[config.mk]
export PLATFORM = sky130hd
export DESIGN_NAME = cam_dvp_tx
export DESIGN_NICKNAME = d
export VERILOG_FILES = /design/src/rtl/cam_dvp_tx.sv
export SDC_FILE = /design/constraint.sdc
export NUM_CORES = 1
export LEC_CHECK = 0
export CORE_ASPECT_RATIO = 0.75
export CORE_MARGIN = 10
export CORE_UTILIZATION = 50
export DETAILED_ROUTE_END_ITERATION = 8
export GPL_TIMING_DRIVEN = 1
export PLACE_DENSITY = 0.72
export SLEW_MARGIN = 30
export SYNTH_ARGS = -nofsm -noshare
export SYNTH_HDL_FRONTEND = slang
export SYNTH_SLANG_ARGS = --single-unit
[constraint.sdc]
create_clock -name clk_24M -period 6.9 [get_ports clk_24M]
set_input_delay 1.38 -clock clk_24M [delete_from_list [all_inputs] [get_ports clk_24M]]
set_output_delay 1.38 -clock clk_24M [all_outputs]
set_load 0.01 [all_outputs]
[src/rtl/cam_dvp_tx.sv]
// cam_dvp_tx: emulates an OV-style DVP camera sensor (RGB565, high byte first, 2 bytes per pixel).
// Build macro CAM_TX_LINE_STAMP_EN: column 0 of every active line carries {4'hA, line[11:0]}.
module cam_dvp_tx #(
  parameter int H_ACTIVE  = 1024,
  parameter int H_BLANK   = 256,
  parameter int V_ACTIVE  = 750,
  parameter int VSYNC_LEN = 4,
  parameter int V_BACK    = 16,
  parameter int V_FRONT   = 8
) (
  input  logic        clk_24M,
  input  logic        rst_i,
  input  logic        en_i,
  input  logic [1:0]  pat_sel_i,
  input  logic [15:0] solid_i,
  output logic        cmos_pclk,
  output logic        cmos_vsyn,
  output logic        cmos_href,
  output logic [7:0]  cmos_data,
  output logic        frame_done,
  output logic [15:0] frame_cnt,
  output logic        busy
);

  localparam int LINE_LEN = 2 * H_ACTIVE + H_BLANK;
  localparam int POS_W    = $clog2(LINE_LEN);
  localparam int LMAX_A   = (VSYNC_LEN > V_BACK) ? VSYNC_LEN : V_BACK;
  localparam int LMAX_B   = (V_ACTIVE > V_FRONT) ? V_ACTIVE : V_FRONT;
  localparam int LMAX     = (LMAX_A > LMAX_B) ? LMAX_A : LMAX_B;
  localparam int LINE_W   = $clog2(LMAX + 1);
  localparam logic [POS_W-1:0] POS_LAST = POS_W'(LINE_LEN - 1);
  localparam logic [POS_W:0]   HREF_END = (POS_W + 1)'(2 * H_ACTIVE);

`ifdef CAM_TX_LINE_STAMP_EN
  localparam bit STAMP_EN = 1'b1;
`else
  localparam bit STAMP_EN = 1'b0;
`endif

  typedef enum logic [2:0] {
    ST_IDLE   = 3'd0,
    ST_VSYNC  = 3'd1,
    ST_VBACK  = 3'd2,
    ST_ACTIVE = 3'd3,
    ST_VFRONT = 3'd4
  } state_t;

  state_t             state_r, nxt_state_s;
  logic [POS_W-1:0]   pos_r, nxt_pos_s;
  logic [LINE_W-1:0]  line_r, nxt_line_s;
  logic [1:0]         pat_r;
  logic [15:0]        solid_r;
  logic               frame_end_s, vsyn_rise_s, tick_s;
  logic               nxt_vsyn_s, nxt_href_s;
  logic [7:0]         nxt_data_s;
  logic [31:0]        col_s;
  logic [15:0]        pix_s;

  function automatic logic [LINE_W-1:0] last_line(input state_t st);
    case (st)
      ST_VSYNC:  return LINE_W'(VSYNC_LEN - 1);
      ST_VBACK:  return LINE_W'((V_BACK > 0) ? V_BACK - 1 : 0);
      ST_ACTIVE: return LINE_W'(V_ACTIVE - 1);
      ST_VFRONT: return LINE_W'((V_FRONT > 0) ? V_FRONT - 1 : 0);
      default:   return LINE_W'(0);
    endcase
  endfunction

  // Zero-length phases are skipped; ST_IDLE here marks the end of a frame
  function automatic state_t phase_after(input state_t st);
    case (st)
      ST_VSYNC:  return (V_BACK > 0) ? ST_VBACK : ST_ACTIVE;
      ST_VBACK:  return ST_ACTIVE;
      ST_ACTIVE: return (V_FRONT > 0) ? ST_VFRONT : ST_IDLE;
      ST_VFRONT: return ST_IDLE;
      default:   return ST_IDLE;
    endcase
  endfunction

  function automatic logic [15:0] bar_colour(input logic [2:0] bar);
    case (bar)
      3'd0:    return 16'hFFFF;
      3'd1:    return 16'hFFE0;
      3'd2:    return 16'h07FF;
      3'd3:    return 16'h07E0;
      3'd4:    return 16'hF81F;
      3'd5:    return 16'hF800;
      3'd6:    return 16'h001F;
      default: return 16'h0000;
    endcase
  endfunction

  function automatic logic [15:0] pixel(input logic [1:0] pat, input logic [15:0] solid,
                                        input logic [31:0] col, input logic [11:0] row);
    if (STAMP_EN && (col == 32'd0)) begin
      return {4'hA, row};
    end else begin
      case (pat)
        2'd0:    return col[15:0];
        2'd1:    return bar_colour(3'((col * 32'd8) / 32'(H_ACTIVE)));
        2'd2:    return solid;
        2'd3:    return {row[7:0], col[7:0]};
        default: return 16'h0000;
      endcase
    end
  endfunction

  // Bus updates happen only on the edge where pclk falls
  assign tick_s = cmos_pclk;

  // Frame sequencer: advance position, line and phase by one pclk period
  always_comb begin
    nxt_state_s = state_r;
    nxt_pos_s   = pos_r;
    nxt_line_s  = line_r;
    frame_end_s = 1'b0;
    vsyn_rise_s = 1'b0;
    case (state_r)
      ST_IDLE: begin
        if (en_i) begin
          nxt_state_s = ST_VSYNC;
          nxt_pos_s   = '0;
          nxt_line_s  = '0;
          vsyn_rise_s = 1'b1;
        end else begin
          nxt_state_s = ST_IDLE;
        end
      end
      ST_VSYNC, ST_VBACK, ST_ACTIVE, ST_VFRONT: begin
        if (pos_r != POS_LAST) begin
          nxt_pos_s = pos_r + POS_W'(1);
        end else if (line_r != last_line(state_r)) begin
          nxt_pos_s  = '0;
          nxt_line_s = line_r + LINE_W'(1);
        end else begin
          nxt_pos_s   = '0;
          nxt_line_s  = '0;
          nxt_state_s = phase_after(state_r);
          if (nxt_state_s == ST_IDLE) begin
            frame_end_s = 1'b1;
            // en_i is only honoured here, so a frame in flight always completes
            if (en_i) begin
              nxt_state_s = ST_VSYNC;
              vsyn_rise_s = 1'b1;
            end else begin
              nxt_state_s = ST_IDLE;
            end
          end else begin
            frame_end_s = 1'b0;
          end
        end
      end
      default: begin
        nxt_state_s = ST_IDLE;
        nxt_pos_s   = '0;
        nxt_line_s  = '0;
      end
    endcase
  end

  // Bus values for the pclk period being entered
  always_comb begin
    col_s      = 32'(nxt_pos_s >> 1);
    pix_s      = pixel(pat_r, solid_r, col_s, 12'(nxt_line_s));
    nxt_vsyn_s = (nxt_state_s == ST_VSYNC);
    nxt_href_s = (nxt_state_s == ST_ACTIVE) && ({1'b0, nxt_pos_s} < HREF_END);
    if (nxt_href_s) begin
      nxt_data_s = nxt_pos_s[0] ? pix_s[7:0] : pix_s[15:8];
    end else begin
      nxt_data_s = 8'h00;
    end
  end

  // Pixel clock: free-running divide-by-two
  always_ff @(posedge clk_24M or posedge rst_i) begin
    if (rst_i) cmos_pclk <= 1'b0;
    else       cmos_pclk <= ~cmos_pclk;
  end

  // Sequencer state, DVP bus and frame bookkeeping
  always_ff @(posedge clk_24M or posedge rst_i) begin
    if (rst_i) begin
      state_r    <= ST_IDLE;
      pos_r      <= '0;
      line_r     <= '0;
      pat_r      <= 2'd0;
      solid_r    <= 16'h0000;
      cmos_vsyn  <= 1'b0;
      cmos_href  <= 1'b0;
      cmos_data  <= 8'h00;
      frame_done <= 1'b0;
      frame_cnt  <= 16'h0000;
      busy       <= 1'b0;
    end else begin
      frame_done <= 1'b0;
      if (tick_s) begin
        state_r   <= nxt_state_s;
        pos_r     <= nxt_pos_s;
        line_r    <= nxt_line_s;
        cmos_vsyn <= nxt_vsyn_s;
        cmos_href <= nxt_href_s;
        cmos_data <= nxt_data_s;
        busy      <= (nxt_state_s != ST_IDLE);
        if (frame_end_s) begin
          frame_done <= 1'b1;
          frame_cnt  <= frame_cnt + 16'd1;
        end
        if (vsyn_rise_s) begin
          pat_r   <= pat_sel_i;
          solid_r <= solid_i;
        end
      end
    end
  end

endmodule

==> summary.md, run 1 <==
- complete, no violations — outcome
- 0 — Resized cells post-CTS
- 3.91 ns — min cycle time layout
- 29 — row count
- 0 — number of setup violations in the final report
- 5 — first-pass iteration count of the detailed router
- 4.53% — parity-gate share of the synthesized area counting xor and xnor cells
- 0.06 ns — register clock-pin slew on the reported worst setup and hold paths
- 13300 sq um — DIE AREA
- 40.6% — relative slew slack
- false — unrepaired setup endpoints after global routing
- 0.34 ns — clk_lat worst skew
- 72 — clock sink count
- 73 — maximum number of pins on one net before global-route repair
- 8 — depth of the most critical reg-to-reg path
- 508 — cells after synthesis
- 5310 sq um — summed area of non-filler cells in the final layout
- 72 — flip-flop and latch count after synthesis
- 3.36 ns — internal reg-to-reg setup slack
- 20.6 um — average wire per standard cell
- 0 — Post-CTS Setup Repair Bufs
- 100% — proportion of register bits with asynchronous set or reset after synthesis
- dfrtp_1 — Primary FF master, synth
- 1 — Cells on Worst Hold Path
- 4.12 ns — Critical Path AT
- 596 — drt first-iter violations
- 23.3% — simple-gate share of the synthesized area
- 130 um — Die X
- 6.46 — via count normalized by instance count
- in -> reg — category of the most critical setup path
- 8640 sq um — Placeable Area
- cmos_data[1] — critical register-to-register path endpoint
- 0 — endpoints failing hold
- 0 — max-slew violation count
- dfrtp_1 — largest area contributor in the netlist
- 102 um — DIE HEIGHT
- 532 — post-synth net total
- dfrtp_1 (40%), mux2_2 (3.7%), nand2_1 (3.7%), nor2_1 (3.6%), o21ai_0 (3.6%) — biggest area contributors in the synthesized netlist
- 2490 sq um — Multi-input gate area
- 39.8% — register area share after synthesis
- frame_cnt[15] — destination of the worst hold path
- 50 — I/O pin cnt
- 7.11 ns — data required time of the critical path
- 0.00597 ns — clock tree skew after final layout
- clkbuf_16 — master cell of the clock root buffer
- 0.890 — weighted congestion at the end of routability-driven global placement
- 0.61 ns — Slowest Stage Delay on Critical Path
- dfrtp_1 (72), clkdlybuf4s50_1 (49), nand2_1 (45), nor2_1 (44), o21ai_0 (33) — most used cells in the layout excluding fill and tap cells
- reg -> reg — type of the tightest min-delay check
- 0 — MaxCap Viol Count
- 20.8% — global-route total usage across every layer
- clkdlybuf4s50_1 -> or4_1 -> and2_1 -> nor3_1 -> a21bo_2 -> a311o_1 -> a31oi_1 -> a21oi_1 — worst-path cell chain
- 4530 sq um — Cell Area, Synth
- frame_cnt[15] — Min-Delay Startpoint
- 0.129 mV — IR Drop Worst-Case VDD
- 8 — critical path peak fanout
- 10.1% — share of layout cells above drive strength 1
- 3950 — via count of the first global-routing pass
- 0 — number of enable-type register cells in the synthesized netlist
- 56.6% — Final Cycle Share
- 0 — CTS Hold Buffers Added
- 9 — total CTS buffers
- simple AND/OR/NAND/NOR gates — main combinational cell family by area after synthesis
- 0.889 ns — measured slew at the worst slew-check pin
- 1800 sq um — area used by sequential logic in the layout
- built — CTS tree
- 20.5% — fraction of the mapped netlist area in compound gates
- 0 — number of design rule violations left after detail routing
- 5010 sq um — total placed instance area
- 74 — distinct cell type count of the synthesized netlist
- 3 — Max H-tree Level
- 2.12 nW — leakage power of the design
- 0.256 GHz — upper clock frequency limit
- 221 nW/um^2 — PD cells
- pos_r[0] — source of the worst register-to-register timing path
- 9520 um — hpwl dp
- 4199 — routed via count
- 767 — fill count
- primary input — category of the worst setup path launch point
- dfrtp_1 — leading cell type in the layout, fill and taps excluded
- or4_1 — crit path max-delay cell type
- 2 — maximum clock path buffer count
- 0 — warnings from Yosys
- 0 ns — Total Negative Setup Slacks
- flop — critical path endpoint category
- 0.829% — adder-cell share of the synthesized area
- 17.4% — area overhead of the layout relative to synthesis
- 0 — total congestion overflow
- 561 — Nets
- 21700 um — first-pass GRT wire length
- 0 — antenna diode instance count
- 0 — number of nets with antenna violations after detailed routing
- 39.8% — top cell type's share of synthesized area
- 52.4% — initial core utilization
- 13400 um — post-detailed-routing wire length
- 0 — initial antenna violation count
- 1.17 mW — total power consumption of the routed design
- 5.58% — fraction of synthesized area in multiplexers
- 49 — count of input and output buffers
- 8.91 sq um — synthesized area per cell
area by class of cell:
| type | instances | area share, % |
|---|---|---|
| multi-input cells | 383 | 46.8 |
| clock inverters | 3 | 0.471 |
| repair buffers | 54 | 10.0 |
| inverters | 17 | 1.20 |
| clock buffers | 13 | 5.09 |
| well taps | 108 | 2.54 |
| flip-flops and latches | 72 | 33.9 |
metrics by stage:
stage	utilization, %	std cells	setup WS, ns	hold WS [ns]
2_1_floorplan	-	508	3.57	0.453
3_3_place_gp	58.1	634	2.73	0.459
3_5_place_dp	58.1	634	2.68	0.471
4_1_cts	61.5	650	3.02	0.483
5_1_grt	61.5	650	2.88	0.505
6_report	61.5	650	2.99	0.480
worst max-delay path: cells and delay by family:
family | cells | cell delay [ns]
buffers and inverters | 1 | 0.52
and+or+nand+nor | 3 | 1.35
AOI/OAI and AO/OA | 4 | 0.85
synth_stat cells, types with 3 or more instances:
| cell type | n |
|---|---|
| or4_1 | 4 |
| o31ai_1 | 4 |
| xnor2_1 | 10 |
| a311oi_1 | 3 |
| a211o_1 | 4 |
| buf_4 | 3 |
| nand2_1 | 45 |
| inv_1 | 16 |
| nand4_1 | 14 |
| a211oi_1 | 7 |
| mux2_1 | 3 |
| a21oi_1 | 24 |
| or2_2 | 3 |
| mux2_2 | 15 |
| clkbuf_1 | 18 |
| a31oi_1 | 6 |
| a22o_1 | 3 |
| and3_1 | 9 |
| nand2b_1 | 7 |
| and4_1 | 3 |
| nor3_1 | 20 |
| nor2_1 | 44 |
| o21bai_1 | 3 |
| a221oi_1 | 4 |
| nor4_1 | 7 |
| nand3_1 | 24 |
| o32ai_1 | 6 |
| o21a_1 | 3 |
| xor2_1 | 9 |
| or3_1 | 4 |
| a22oi_1 | 3 |
| nor2b_1 | 5 |
| o211ai_1 | 3 |
| o21ai_0 | 33 |
| nor3b_1 | 3 |
| mux2i_1 | 5 |
| ha_1 | 3 |
| dfrtp_1 | 72 |
| o22ai_1 | 3 |
| buf_2 | 12 |
| a32o_1 | 3 |
power by group:
group	switching [mW]	leakage [nW]	internal (mW)
logic	0.125	1.08	0.0889
registers	0.0463	0.902	0.455
clock network	0.185	0.142	0.274
sequential cells by signal, indices dropped and copies added, names as in the netlist:
| name | cells |
|---|---|
| frame_done | 1 |
| line_r | 10 |
| cmos_pclk | 1 |
| cmos_vsyn | 1 |
| pos_r | 12 |
| pat_r | 2 |
| state_r | 3 |
| solid_r | 16 |
| cmos_href | 1 |
| busy | 1 |
| frame_cnt | 16 |
| cmos_data | 8 |
logic make-up after synthesis:
group | Yosys count
XOR/XNOR | 21
multiplexers | 23
buffers and inverters | 53
flip-flops | 72
adder cells (fa/ha/maj) | 3
AND/OR/NAND/NOR | 204
AO/OA/AOI/OAI | 132
per-layer routing:
layer | GRT usage, % | wire length [um]
met3 | 6.47 | 1200
met1 | 30.7 | 6330
met2 | 28.7 | 5690
met5 | 0 | 0
met4 | 4.66 | 163
worst max path at each step:
stage / startpoint / to / slack [ns] / cells past startpoint
3_3_place_gp: en_i / cmos_data[4] / 2.73 / 8
3_5_place_dp: en_i / cmos_data[4] / 2.68 / 8
5_1_grt: en_i / cmos_data[4] / 2.88 / 8
2_1_floorplan: en_i / cmos_data[4] / 3.57 / 8
6_report: en_i / cmos_data[4] / 2.99 / 8
4_1_cts: en_i / cmos_data[4] / 3.02 / 8
Power figures use the tool's default switching activity.
==> run 2: changes to the inputs <==
==> constraint.sdc (replaced) <==
create_clock -name clk_24M -period 3.9 [get_ports clk_24M]
set_input_delay 0.78 -clock clk_24M [delete_from_list [all_inputs] [get_ports clk_24M]]
set_output_delay 0.78 -clock clk_24M [all_outputs]
set_load 0.01 [all_outputs]
==> run 2 against run 1 <==
Net effect: combinational power increased by 81%; wire length decreased by 1.5%; cell count increased by 0.92%; register-to-register slack got worse by 2.7 ns; die area unchanged; first-iteration DRC count decreased by 16%; sequential power increased by 76%; critical endpoint is now solid_r[14].
==> summary.md, run 2 (synthesis results as in run 1) <==
- 0.306 GHz — upper clock frequency limit
- 130 um — Die X
- 18.2% — combinational power share
- clkbuf_16 — master cell of the clock root buffer
- 0 — max-slew violation count
- 30.9% — Switching Fraction
- 3.50 ns — Critical Path AT
- 8640 sq um — Placeable Area
- frame_cnt x16, solid_r x16, pos_r x12 — Regs by FF count
- 567 — Nets
- 18.7% — area overhead of the layout relative to synthesis
- built — CTS tree
- simple AND/OR/NAND/NOR gates — crit-path leading delay family
- 4.13 ns — data required time of the critical path
- 0 — count of buffer and inverter cells on the critical path
- 21 — critical path peak fanout
- 5 — first-pass iteration count of the detailed router
- 1.47 mW — cell internal pwr
- 13300 sq um — DIE AREA
- 0 — total congestion overflow
- 395 nW/um^2 — PD cells
- 0 ns — Total Negative Setup Slacks
- 41 — maximum number of pins on one net before global-route repair
- 0 — Resized cells post-CTS
- complete, no violations — outcome
- 640 — number of placed cells counting well taps
- or4b_1 — crit path max-delay cell type
- 0.07 ns — register clock-pin slew on the reported worst setup and hold paths
- 11.3% — share of layout cells above drive strength 1
- 6.37 — via count normalized by instance count
- 50 — I/O pin cnt
- 0 — CTS Hold Buffers Added
- 0 — number of setup violations in the final report
- 21700 um — first-pass GRT wire length
- 4099 — via count of the first global-routing pass
- 0 — number of design rule violations left after detail routing
- 20.1 um — average wire per standard cell
- 29 — row count
- 52.4% — initial core utilization
- 9470 um — hpwl dp
- 0 — Post-CTS Setup Repair Bufs
- 40.1% — clock network fraction of total power
- 62.2% — core utilization of the finished layout
- 0.480 ns — hold slack final
- 0.00907 ns — clock tree skew after final layout
- flop — category of the worst setup path launch point
- 2.15 nW — leakage power of the design
- flop — critical path endpoint category
- 9 — total CTS buffers
- 102 um — DIE HEIGHT
- false — unrepaired setup endpoints after global routing
- 499 — drt first-iter violations
- 20.6% — global-route total usage across every layer
- 0.654 mW — sw power
- 83.8% — Final Cycle Share
- 4179 — routed via count
- 0.843 ns — measured slew at the worst slew-check pin
- 656 — number of standard cells in the final layout excluding fillers
- 0.35 ns — clk_lat worst skew
- 2.12 mW — total power consumption of the routed design
- 0 — endpoints failing hold
- 3.27 ns — min cycle time layout
- reg -> reg — category of the most critical setup path
- 0.242 mV — IR Drop Worst-Case VDD
- or4b_1 -> nor3_4 -> nand2_1 -> a211oi_2 -> o2111a_2 -> mux2_2 — worst-path cell chain
- dfrtp_1 (72), clkdlybuf4s50_1 (49), nand2_1 (45), nor2_1 (44), o21ai_0 (33) — most used cells in the layout excluding fill and tap cells
- 0 — MaxCap Viol Count
- 3 — Max H-tree Level
- 41.7% — part of the total power dissipated in sequential elements
- 0.913 — weighted congestion at the end of routability-driven global placement
- 0 — number of nets with antenna violations after detailed routing
- 2 — maximum clock path buffer count
- 0 — antenna diode instance count
- 0.67 ns — Slowest Stage Delay on Critical Path
- dfrtp_1 — leading cell type in the layout, fill and taps excluded
- 13200 um — post-detailed-routing wire length
- 43.3% — relative slew slack
- reg -> reg — type of the tightest min-delay check
- 0 — initial antenna violation count
- 72 — clock sink count
- 49 — count of input and output buffers
-- run 2: cell count changes in the layout (fill, tap and decap cells not counted), moves of 2 or more --
cell,delta
buf_4,+6
clkbuf_8,-3
clkinv_4,-2
clkinvlp_4,+3
inv_6,+2
-- run 2: worst register-to-register path: cells and delay by family, from the launching register on --
kind	cells	cell delay [ns]
multiplexers	1	0.41
AND/OR/NAND/NOR	3	1.26
flip-flops	1	0.50
AO/OA/AOI/OAI	2	0.98
-- run 2: power by group through the flow --
| stage | logic (mW) | registers [mW] | clock network (mW) |
|---|---|---|---|
| floorplan | 0.286 | 0.860 | 0 |
| global placement | 0.375 | 0.890 | 0 |
| detailed placement | 0.379 | 0.893 | 0 |
| CTS | 0.381 | 0.880 | 0.860 |
| global route | 0.423 | 0.893 | 0.893 |
| finish | 0.387 | 0.884 | 0.850 |
-- run 2: cell type report --
class / count / area, sq um
multi-input combinational: 383 / 2490
clock inverter: 7 / 77.6
timing repair buffer: 60 / 586
sequential: 72 / 1800
tap: 108 / 135
clock buffer: 9 / 225
fill: 775 / 3260
inverter: 17 / 63.8
-- run 2: per-stage QoR --
step | cell area (sq um) | setup slack, ns
finish | 5380 | 0.632
global route | 5380 | 0.504
CTS | 5380 | 0.669
detailed placement | 5070 | 0.549
global placement | 5070 | 0.563
floorplan | 4530 | 1.17
-- run 2: worst paths after layout --
path	startpoint	end	slack, ns	cells past startpoint
setup / recovery	pos_r[9]	solid_r[14]	0.63	6
hold / removal	frame_cnt[15]	frame_cnt[15]	0.48	1
setup reg to reg	pos_r[9]	solid_r[14]	0.63	6
hold reg to reg	frame_cnt[15]	frame_cnt[15]	0.48	1
max in group asynchronous	rst_i	busy	2.33	3
min in group asynchronous	rst_i	cmos_href	0.90	2
-- run 2: per-layer routing --
layer  global-route usage (%)  up-vias  part of all wire, %
met2                     29.8      171                   43
li1                         -     1949                    -
met5                        0        -                    0
met1                     30.5     2047                   48
met3                     4.76       12                  7.7
met4                     4.31        0                 0.74
